==> src/rtl/decoder_phase_sequencer.sv <==
// decoder_phase_sequencer
//   Sequences the instruction decoder tree. It owns:
//     - the timing-phase counter XPT,
//     - the opcode register ITABLE,
//     - the one-hot machine-cycle flags CM1/CMR/CMA,
//     - the multi-step continuation flags.
//   It consumes the decoder's PR_/P2_ command strobes and feeds XPT and ITABLE
//   back in true and complemented form.
//
// Parameters
//   XPT_LAST     last legal phase; XPT never advances past it
//   FETCH_PHASE  XPT value at which the opcode byte is captured during CM1
//
// Ports
//   clock, notReset        rising-edge clock, asynchronous active-low reset
//   mem_wait               bus wait; freezes the sequencer while high
//   data_in[7:0]           opcode byte from the data bus
//   PR_*/P2_* strobes      decoder commands, sampled only while decoder_enable=1
//   decoder_enable         enable to the top decoder (settle flag and ~mem_wait)
//   XPT/notXPT[3:0]        phase counter, true and complement
//   ITABLE/notITABLE[7:0]  opcode register, true and complement
//   CM1/CMR/CMA            machine-cycle flags, one-hot
//   I_LDlnnlHL_1, I_LDAlnnl_1, I_JPnn_1   continuation flags
//   seq_timeout            sticky: XPT stuck at XPT_LAST
module decoder_phase_sequencer #(
  parameter int XPT_LAST    = 15,
  parameter int FETCH_PHASE = 2
) (
  input  logic       clock,
  input  logic       notReset,
  input  logic       mem_wait,
  input  logic [7:0] data_in,
  input  logic       PR_Reset_XPT,
  input  logic       P2_Set_CM1,
  input  logic       P2_Reset_ITABLE,
  input  logic       P2_Set_CMR,
  input  logic       P2_Set_CMA,
  input  logic       P2_Set_ILDlnnlHL_1,
  input  logic       P2_Set_ILDAlnnl_1,
  input  logic       P2_Set_IJPnn_1,
  output logic       decoder_enable,
  output logic [3:0] XPT,
  output logic [3:0] notXPT,
  output logic [7:0] ITABLE,
  output logic [7:0] notITABLE,
  output logic       CM1,
  output logic       CMR,
  output logic       CMA,
  output logic       I_LDlnnlHL_1,
  output logic       I_LDAlnnl_1,
  output logic       I_JPnn_1,
  output logic       seq_timeout
);

  localparam logic [3:0] XPT_LAST_V    = 4'(XPT_LAST);
  localparam logic [3:0] FETCH_PHASE_V = 4'(FETCH_PHASE);

  typedef enum logic [2:0] {
    ST_M1 = 3'b001,
    ST_MR = 3'b010,
    ST_MA = 3'b100
  } cycle_e;

  cycle_e state;
  logic   settled;

  // The decoder is held off for one edge after reset so that its inputs
  // (XPT/ITABLE feedback) have settled before any strobe is acted on.
  assign decoder_enable = settled & ~mem_wait;

  // Complements are derived from the same registers, so they are exact
  // every cycle, including while reset is asserted.
  assign notXPT    = ~XPT;
  assign notITABLE = ~ITABLE;

  assign CM1 = (state == ST_M1);
  assign CMR = (state == ST_MR);
  assign CMA = (state == ST_MA);

  // Settle flag
  always_ff @(posedge clock or negedge notReset) begin
    if (!notReset) settled <= 1'b0;
    else           settled <= 1'b1;
  end

  // Phase counter and timeout
  always_ff @(posedge clock or negedge notReset) begin
    if (!notReset) begin
      XPT         <= 4'h0;
      seq_timeout <= 1'b0;
    end else if (decoder_enable) begin
      if (PR_Reset_XPT) begin
        XPT <= 4'h0;
      end else if (XPT < XPT_LAST_V) begin
        XPT <= XPT + 4'h1;
      end else begin
        seq_timeout <= 1'b1;
      end
    end
  end

  // Opcode register: clear beats capture
  always_ff @(posedge clock or negedge notReset) begin
    if (!notReset) begin
      ITABLE <= 8'h00;
    end else if (decoder_enable) begin
      if (P2_Reset_ITABLE) begin
        ITABLE <= 8'h00;
      end else if (CM1 && (XPT == FETCH_PHASE_V)) begin
        ITABLE <= data_in;
      end
    end
  end

  // Machine-cycle FSM, priority M1 > MR > MA
  always_ff @(posedge clock or negedge notReset) begin
    if (!notReset) begin
      state <= ST_M1;
    end else if (decoder_enable) begin
      if (P2_Set_CM1)      state <= ST_M1;
      else if (P2_Set_CMR) state <= ST_MR;
      else if (P2_Set_CMA) state <= ST_MA;
    end
  end

  // Continuation flags: a set strobe beats the end-of-instruction clear
  always_ff @(posedge clock or negedge notReset) begin
    if (!notReset) begin
      I_LDlnnlHL_1 <= 1'b0;
      I_LDAlnnl_1  <= 1'b0;
      I_JPnn_1     <= 1'b0;
    end else if (decoder_enable) begin
      if (P2_Set_ILDlnnlHL_1) I_LDlnnlHL_1 <= 1'b1;
      else if (P2_Set_CM1)    I_LDlnnlHL_1 <= 1'b0;
      if (P2_Set_ILDAlnnl_1)  I_LDAlnnl_1  <= 1'b1;
      else if (P2_Set_CM1)    I_LDAlnnl_1  <= 1'b0;
      if (P2_Set_IJPnn_1)     I_JPnn_1     <= 1'b1;
      else if (P2_Set_CM1)    I_JPnn_1     <= 1'b0;
    end
  end

endmodule

==> config.mk <==
export PLATFORM = sky130hd
export DESIGN_NAME = decoder_phase_sequencer
export DESIGN_NICKNAME = d
export VERILOG_FILES = /design/src/rtl/decoder_phase_sequencer.sv
export SDC_FILE = /design/constraint.sdc
export NUM_CORES = 1
export LEC_CHECK = 0
export CORE_MARGIN = 1.5
export CORE_UTILIZATION = 42
export CTS_BUF_LIST = sky130_fd_sc_hd__clkbuf_8
export DETAILED_ROUTE_END_ITERATION = 10
export PLACE_DENSITY = 0.82
export REMOVE_ABC_BUFFERS = 1
export SLEW_MARGIN = 20
export SYNTH_ARGS = -nofsm -noshare
export SYNTH_HDL_FRONTEND = slang
export SYNTH_SLANG_ARGS = --single-unit
==> constraint.sdc <==
create_clock -name clock -period 2 [get_ports clock]
set_clock_uncertainty 0.2 [all_clocks]
set_input_delay 0.6 -clock clock [delete_from_list [all_inputs] [get_ports clock]]
set_output_delay 0.6 -clock clock [all_outputs]
set_load 0.01 [all_outputs]
==> results.cfg, run 1 <==
[logic_synthesis]
synth_warnings = 0
async_reset_ff_share_pct = 100
synth_area_leaders = dfrtp_1 (44%), inv_1 (5.2%), nand4_1 (4.6%)
synthFlopType = dfrtp_1
ys_top_cells_by_count = dfrtp_1 (19), inv_1 (15), nand2_1 (9), nand4_1 (8), nor2b_1 (6)
syn_area_per_cell_um2 = 9.99
synth.most_common_cell = dfrtp_1
syn-cell-area_mm2 = 0.00109
synth_edf_count = 0
yosys.area.top_type = dfrtp_1
synthCells = 109
synth_seq_cells = 20
synth_top_area_share_pct = 43.7
yosysSeqAreaShare_pct = 46.1
synth_cell_types = 31

[worst_setup_path]
crit_type = primary input to primary output
required_ns = 1.20
cp_cell_sequence = dlygate4sd2_1, nand2b_4, inv_4, buf_6
worst-path-max-fanout = 3
cp.arrival_ns = 1.19
critPathTopFamily = buffers and inverters
path_buf_inv = 3
worst_path_max_delay_cell = dlygate4sd2_1
endpoint_kind = primary output
worstSetupStartpointType = primary input
critical_path.reg2reg.startpoint = state[0]$_DFFE_PN1P_
slowest_delay_ns = 0.27
startpoint = mem_wait

[floorplanning]
fp.dieW_um = 53.9
fp.coreArea_mm2 = 0.00245
die_h_um = 53.9
ios = 51
die_area_mm2 = 0.00291
start_util_pct = 44.3
row_count = 18

[clock_network]
cts_tree = yes
clkSlewWorstSetupHoldPaths_ns = 0.07
worstSkewPairLatency_ns = 0.26
holdBufCountCts = 0
cts_buffers = 3
root_buffer = clkbuf_8
cts_sinks = 20
cts_buffer_depth = 2
h-tree-depth = 1

[global_route]
use_met3_pct = 4.72
use_met2_pct = 38.8
track_usage_pct = 22.5
grt_pass1_wl_um = 4640
grt_overflow = 0
first_global_vias = 1083
grt.busiest_layer = met2
grt_start_max_net_pins = 22
use_met1_pct = 27.3
grt_antenna_before_repair = 0

[sta]
finalSetupViolCount = 0
max_freq_ghz = 0.504
drv_slew = 0
setup_tns_ns = 0
rsz0062_at_grt = yes
hold_viol_final = 0
layout_min_cycle_time_ns = 1.99
timing.final.crit_share_pct = 99.3

[routing]
vias_per_cell = 5.18
drc = 0
drt_wl_total_um = 2900
drt_first_pass_iters = 4
wl_per_cell_um = 14.4
antenna_left = 0
drtIter0Drc = 16
vias = 1046

[placement]
hpwl_um = 2110
portBuffers = 50
place_inst = 196
placed_cell_area_mm2 = 0.00169
gp_congestion = 0.895

[cells_and_area]
final_layout_size_suffix_gt1_share_pct = 19.2
fin_cells = 202
fillers = 192
diodes = 0
layout.nets = 194
area_growth_pct = 62.9
fin_area_mm2 = 0.00177

[job]
drv_cap = 0

[worst_hold_path]
hp-class = flip-flop to flip-flop
worstHoldStart = I_JPnn_1$_DFFE_PN0P_

[power_and_ir_drop]
vdd_drop_max_uv = 435
cellPowerDensity_mw_per_mm2 = 768
p_leak_nw = 0.916

[outcome]
outcome = complete, no violations
[cell type report]
| cell class | count | area [um^2] | area share [%] |
|---|---|---|---|
| clock buffer | 4 | 55.1 | 3.11 |
| inverter | 15 | 58.8 | 3.32 |
| multi-input combinational | 68 | 495 | 27.9 |
| sequential | 20 | 502 | 28.3 |
| tap | 30 | 37.5 | 2.12 |
| timing repair buffer | 65 | 624 | 35.2 |
[report_power, final]
part	internal, mW	total, mW	switching [mW]
Clock	0.175	0.309	0.134
Sequential	0.471	0.522	0.0515
Combinational	0.286	0.530	0.244
Total	0.931	1.36	0.429
[registers in the layout, indices dropped and copies added (netlist names)]
signal / count
ITABLE: 8
XPT: 4
state: 3
I_JPnn_1: 1
I_LDAlnnl_1: 1
I_LDlnnlHL_1: 1
seq_timeout: 1
settled: 1
[repair_timing]
action	in CTS	in global routing
gates cloned	0	0
endpoints found under the setup margin	19	14
setup buffers	1	1
gates resized for setup	30	16
[stage by stage]
step	total power, mW	worst slack (ns)	utilization [%]	hold slack [ns]
2_1_floorplan	0.741	-0.128	-	0.104
3_3_place_gp	1.09	-0.666	69.0	0.256
3_5_place_dp	1.10	-0.649	69.0	0.268
4_1_cts	1.37	0.00154	70.7	0.282
5_1_grt	1.45	-0.0180	72.2	0.326
6_report	1.36	0.0146	72.2	0.304
[logic make-up after synthesis]
logic type                 share of synthesized area [%]
and+or+nand+nor                                     20.6
AOI/OAI and AO/OA                                   19.8
buffers and inverters                               9.08
DFF                                                 46.1
muxes                                               1.84
adders and majority gates                           2.30
other                                              0.344
[cell usage in the layout, fill, tap and decap left out, drive strengths merged]
master,Yosys,routed
ha,2,2
dfrtp,19,19
a31oi,1,1
o221ai,3,3
nand3,2,2
o21ai,2,2
clkdlybuf4s50,0,21
o31ai,2,2
nor3b,6,6
nand2b,1,1
dfstp,1,1
a211o,3,3
nand4,8,8
clkbuf,1,5
nor2b,6,6
dlymetal6s2s,0,10
o311ai,5,5
a21oi,2,2
nor2,5,5
dlygate4sd2,0,15
buf,5,18
nand2,9,9
a22o,3,3
o22ai,2,2
conb,1,1
and2,1,1
a2bb2oi,2,2
mux2i,2,2
inv,15,15
[metal layers]
metal,routed length (um),up-vias,part of all wire [%]
li1,-,514,-
met1,1240,497,43
met2,1490,33,51
met3,158,2,5.4
met4,17,0,0.59
met5,0,-,0
[final timing paths]
path	endpoint	slack [ns]	depth (start not counted)
max	decoder_enable	0.01	4
min	I_JPnn_1$_DFFE_PN0P_	0.30	1
max reg2reg	ITABLE[7]$_DFFE_PN0P_	0.23	5
min reg2reg	I_JPnn_1$_DFFE_PN0P_	0.30	1
max in group asynchronous	state[0]$_DFFE_PN1P_	0.85	2
min in group asynchronous	ITABLE[4]$_DFFE_PN0P_	0.47	2
Power figures use the tool's default switching activity.
==> inputs of run 2 (changes only) <==
--- a/config.mk
+++ b/config.mk
@@ -11,6 +11,7 @@
 export DETAILED_ROUTE_END_ITERATION = 10
 export PLACE_DENSITY = 0.82
 export REMOVE_ABC_BUFFERS = 1
+export SETUP_SLACK_MARGIN = 0.1
 export SLEW_MARGIN = 20
 export SYNTH_ARGS = -nofsm -noshare
 export SYNTH_HDL_FRONTEND = slang
==> results.cfg, run 2 (synthesis gave the netlist of run 1 again) <==
[routing]
wl_per_cell_um = 14.2
drt_first_pass_iters = 4
drtIter0Drc = 7
drt_wl_total_um = 2880
vias_per_cell = 5.18
vias = 1051
antenna_left = 0
drc = 0

[worst_setup_path]
endpoint_kind = primary output
critPathTopFamily = flip-flops
worst_path_max_delay_cell = dfstp_2
crit_type = flip-flop to primary output
path_buf_inv = 1
worst-path-max-fanout = 2
required_ns = 1.20
cp.arrival_ns = 1.15
worstSetupStartpointType = flip-flop
r2r_slack_ns = 0.21
slowest_delay_ns = 0.54
cp_cell_sequence = nor3b_4, buf_6

[sta]
hold_slack_ns = 0.272
max_freq_ghz = 0.512
hold_viol_final = 0
timing.final.crit_share_pct = 97.6
drv_slew = 0
finalSetupViolCount = 0
rsz0062_at_grt = yes
layout_min_cycle_time_ns = 1.95
setup_tns_ns = 0

[outcome]
outcome = complete, no violations

[cells_and_area]
area_growth_pct = 59.5
top_regs = ITABLE (8), XPT (4), state (3)
final_common_cell = dlygate4sd2_1
final_layout_size_suffix_gt1_share_pct = 20.8
final_cell_mix = dlygate4sd2_1 (28), dfrtp_1 (19), clkdlybuf4s50_1 (17)
layout.nets = 195
top_register = ITABLE
diodes = 0
fin_area_mm2 = 0.00174
largest_reg_flops = 8

[clock_network]
h-tree-depth = 1
cts_sinks = 20
cts_buffer_depth = 2
worstSkewPairLatency_ns = 0.25
cts_tree = yes
root_buffer = clkbuf_8
clkSlewWorstSetupHoldPaths_ns = 0.08
cts_buffers = 3

[global_route]
grt_start_max_net_pins = 22
grt_antenna_before_repair = 0
grt_pass1_wl_um = 4690
grt_overflow = 0
track_usage_pct = 22.7
first_global_vias = 1091

[floorplanning]
fp.dieW_um = 53.9
die_area_mm2 = 0.00291
row_count = 18
die_h_um = 53.9
ios = 51
start_util_pct = 44.3
fp.coreArea_mm2 = 0.00245

[worst_hold_path]
hp-class = flip-flop to flip-flop

[placement]
portBuffers = 50
hpwl_um = 2110
gp_congestion = 0.895
placed_cell_area_mm2 = 0.00169

[job]
drv_cap = 0

[power_and_ir_drop]
total_power_mw = 1.34
vdd_drop_max_uv = 469
cellPowerDensity_mw_per_mm2 = 773
p_leak_nw = 0.844
[run 2: cell types whose count changed in the layout (fill, tap and decap cells not counted)]
cell             before  now
and2_4                0    1
and2_1                1    0
clkdlybuf4s50_1      21   17
buf_2                 1    2
buf_4                14   15
dlymetal6s2s_1       10    0
dlygate4sd2_1        15   28
[run 2: stage by stage]
step,std cells,worst slack [ns],utilization (%)
global placement,196,-0.666,69.0
detailed placement,196,-0.649,69.0
floorplan,103,-0.128,-
CTS,202,0.0248,70.1
global route,203,-0.0195,70.7
finish,203,0.0486,70.7
[run 2: what timing repair did]
action	4_1_cts	5_1_grt
buffers inserted	2	1
hold endpoints to repair	0	0
endpoints found under the setup margin	39	4
hold buffers	0	0
resized for setup	48	5
[run 2: routing by layer]
layer | global-route usage, % | up-vias | part of all wire [%] | wire length [um]
li1 | - | 516 | - | -
met1 | 27.6 | 501 | 42 | 1200
met2 | 39.2 | 30 | 52 | 1490
met3 | 4.72 | 4 | 5.3 | 152
met4 | 8.55 | 0 | 1.2 | 34
met5 | 0 | - | 0 | 0
[run 2: final cells by class]
type / instances / area [um^2]
flip-flops and latches: 20 / 502
well taps: 30 / 37.5
fillers: 208 / 718
multi-input cells: 68 / 498
inverters: 15 / 58.8
clock buffers: 4 / 55.1
repair buffers: 66 / 586
[run 2: final timing paths]
| check | startpoint | endpoint | cells after the start |
|---|---|---|---|
| setup reg to reg | state[0]$_DFFE_PN1P_ | ITABLE[7]$_DFFE_PN0P_ | 6 |
| min in group asynchronous | notReset | ITABLE[4]$_DFFE_PN0P_ | 2 |
| hold reg to reg | seq_timeout$_DFFE_PN0P_ | seq_timeout$_DFFE_PN0P_ | 2 |
| max in group asynchronous | notReset | state[0]$_DFFE_PN1P_ | 2 |
| setup / recovery | state[0]$_DFFE_PN1P_ | CM1 | 2 |
| hold / removal | seq_timeout$_DFFE_PN0P_ | seq_timeout$_DFFE_PN0P_ | 2 |
[run 2: report_power, final]
group	internal, mW	switching, mW	leakage [nW]
clock network	0.175	0.131	0.0288
logic	0.268	0.247	0.585
registers	0.471	0.0504	0.230
total	0.914	0.428	0.844
[run 2: worst min-delay path: stages (launching register included)]
cell,delay (ns)
dfrtp_1,0.35
inv_1,0.04
o31ai_1,0.05
==> inputs of run 3 (changes only) <==
--- a/config.mk
+++ b/config.mk
@@ -9,6 +9,7 @@
 export CORE_UTILIZATION = 42
 export CTS_BUF_LIST = sky130_fd_sc_hd__clkbuf_8
 export DETAILED_ROUTE_END_ITERATION = 10
+export GPL_TIMING_DRIVEN = 0
 export PLACE_DENSITY = 0.82
 export REMOVE_ABC_BUFFERS = 1
 export SETUP_SLACK_MARGIN = 0.1
==> results.cfg, run 3 (synthesis gave the netlist of run 1 again) <==
[outcome]
outcome = finished, violations left
violations = setup timing

[global_route]
first_global_vias = 995
grt_start_max_net_pins = 21
grt_antenna_before_repair = 0
grt_overflow = 0
grt_pass1_wl_um = 4410
track_usage_pct = 21.3

[sta]
finalSetupViolCount = 1
max_freq_ghz = 0.492
drv_slew = 0
setup_ws_ns = -0.0305
worst-slew-pin-transition_ns = 0.895
hold_viol_final = 0
max_slew_margin_pct = 40.2
timing.final.crit_share_pct = 102
layout_min_cycle_time_ns = 2.03
rsz0062_at_grt = yes

[floorplanning]
start_util_pct = 44.3
fp.coreArea_mm2 = 0.00245
row_count = 18
die_area_mm2 = 0.00291
ios = 51
fp.dieW_um = 53.9
die_h_um = 53.9

[cells_and_area]
final_cell_mix = dlygate4sd2_1 (27), dfrtp_1 (16), clkdlybuf4s50_1 (16)
utilization_pct = 70.9
final_layout_size_suffix_gt1_share_pct = 21.9
layout.nets = 191
diodes = 0
area_growth_pct = 60.0
top_regs = ITABLE (8), XPT (4), state (3)
top_register = ITABLE
largest_reg_flops = 8
final_common_cell = dlygate4sd2_1

[worst_setup_path]
endpoint_kind = primary output
cp.arrival_ns = 1.23
crit_type = flip-flop to primary output
worst-path-max-fanout = 4
worstSetupStartpointType = flip-flop
reg2regPathDepth = 6
required_ns = 1.20

[placement]
hpwl_um = 1920
dp_slack_ns = -1.50
gp_congestion = 0.861
portBuffers = 50

[routing]
vias = 1099
vias_per_cell = 5.52
drt_wl_total_um = 3050
wl_per_cell_um = 15.3
drtIter0Drc = 29
drt_first_pass_iters = 4
antenna_left = 0
drc = 0

[clock_network]
clkSlewWorstSetupHoldPaths_ns = 0.08
cts_buffer_depth = 2
root_buffer = clkbuf_8
h-tree-depth = 1
cts_sinks = 20
cts_tree = yes
cts_buffers = 3
worstSkewPairLatency_ns = 0.25

[power_and_ir_drop]
cellPowerDensity_mw_per_mm2 = 830
vdd_drop_max_uv = 528
p_leak_nw = 0.826
total_power_mw = 1.45

[job]
drv_cap = 0

[worst_hold_path]
holdPathStages = 2
hp-class = flip-flop to flip-flop
-- run 3: cell count changes in the layout (fill, tap and decap cells not counted), moves of 2 or more --
cell | previous run | this run
buf_2 | 2 | 4
clkinvlp_4 | 0 | 2
dfrtp_1 | 19 | 16
buf_4 | 15 | 9
dfrtp_2 | 0 | 3
-- run 3: area by class of cell --
class / instances / area, um^2
clock buffer: 3 / 41.3
clock inverter: 1 / 30.0
fill: 201 / 713
inverter: 15 / 60.1
multi-input combinational: 68 / 509
sequential: 20 / 505
tap: 30 / 37.5
timing repair buffer: 61 / 551
timing repair inverter: 1 / 7.51
-- run 3: routing by layer --
layer  GRT usage [%]  vias up  routed length (um)
met1            27.2      549                1320
met5               0        -                   0
li1                -      512                   -
met2            34.6       34                1560
met3            4.17        4                 132
met4            9.83        0                  32
-- run 3: path summary, 6_finish.rpt --
kind | startpoint | to | slack, ns
worst max-delay path | state[0]$_DFFE_PN1P_ | CM1 | -0.03
worst min-delay path | seq_timeout$_DFFE_PN0P_ | seq_timeout$_DFFE_PN0P_ | 0.29
worst max register to register | XPT[0]$_DFFE_PN0P_ | ITABLE[6]$_DFFE_PN0P_ | 0.22
worst min register to register | seq_timeout$_DFFE_PN0P_ | seq_timeout$_DFFE_PN0P_ | 0.29
max in group asynchronous | notReset | state[1]$_DFFE_PN0P_ | 0.35
min in group asynchronous | notReset | ITABLE[4]$_DFFE_PN0P_ | 0.64
-- run 3: repair_timing --
action	in CTS	in global routing
hold buffers	0	0
endpoints found under the setup margin	50	10
hold endpoints to repair	0	0
gates resized for setup	59	6
pin swaps	0	1
gates cloned	1	0
setup buffers	7	4
-- run 3: stage by stage --
stage          std cells  setup TNS, ns  hold slack, ns  area, um^2
3_3_place_gp         183         -13.61           0.254        1580
2_1_floorplan        103         -0.227           0.104        1050
6_report             199        -0.0305           0.286        1740
4_1_cts              195        -0.0505           0.291        1690
5_1_grt              199        -0.0765           0.306        1740
3_5_place_dp         183         -14.05           0.274        1580
-- run 3: report_power, final --
part           switching (mW)  total [mW]  leakage, nW  internal, mW
Clock                   0.140       0.407       0.0357         0.267
Combinational           0.248       0.509        0.565         0.260
Sequential             0.0572       0.531        0.226         0.473
Total                   0.445        1.45        0.826          1.00
-- run 3: critical path: stages (launching register included) --
cell     delay, ns
dfstp_2       0.57
nor3b_4       0.24
buf_2         0.17
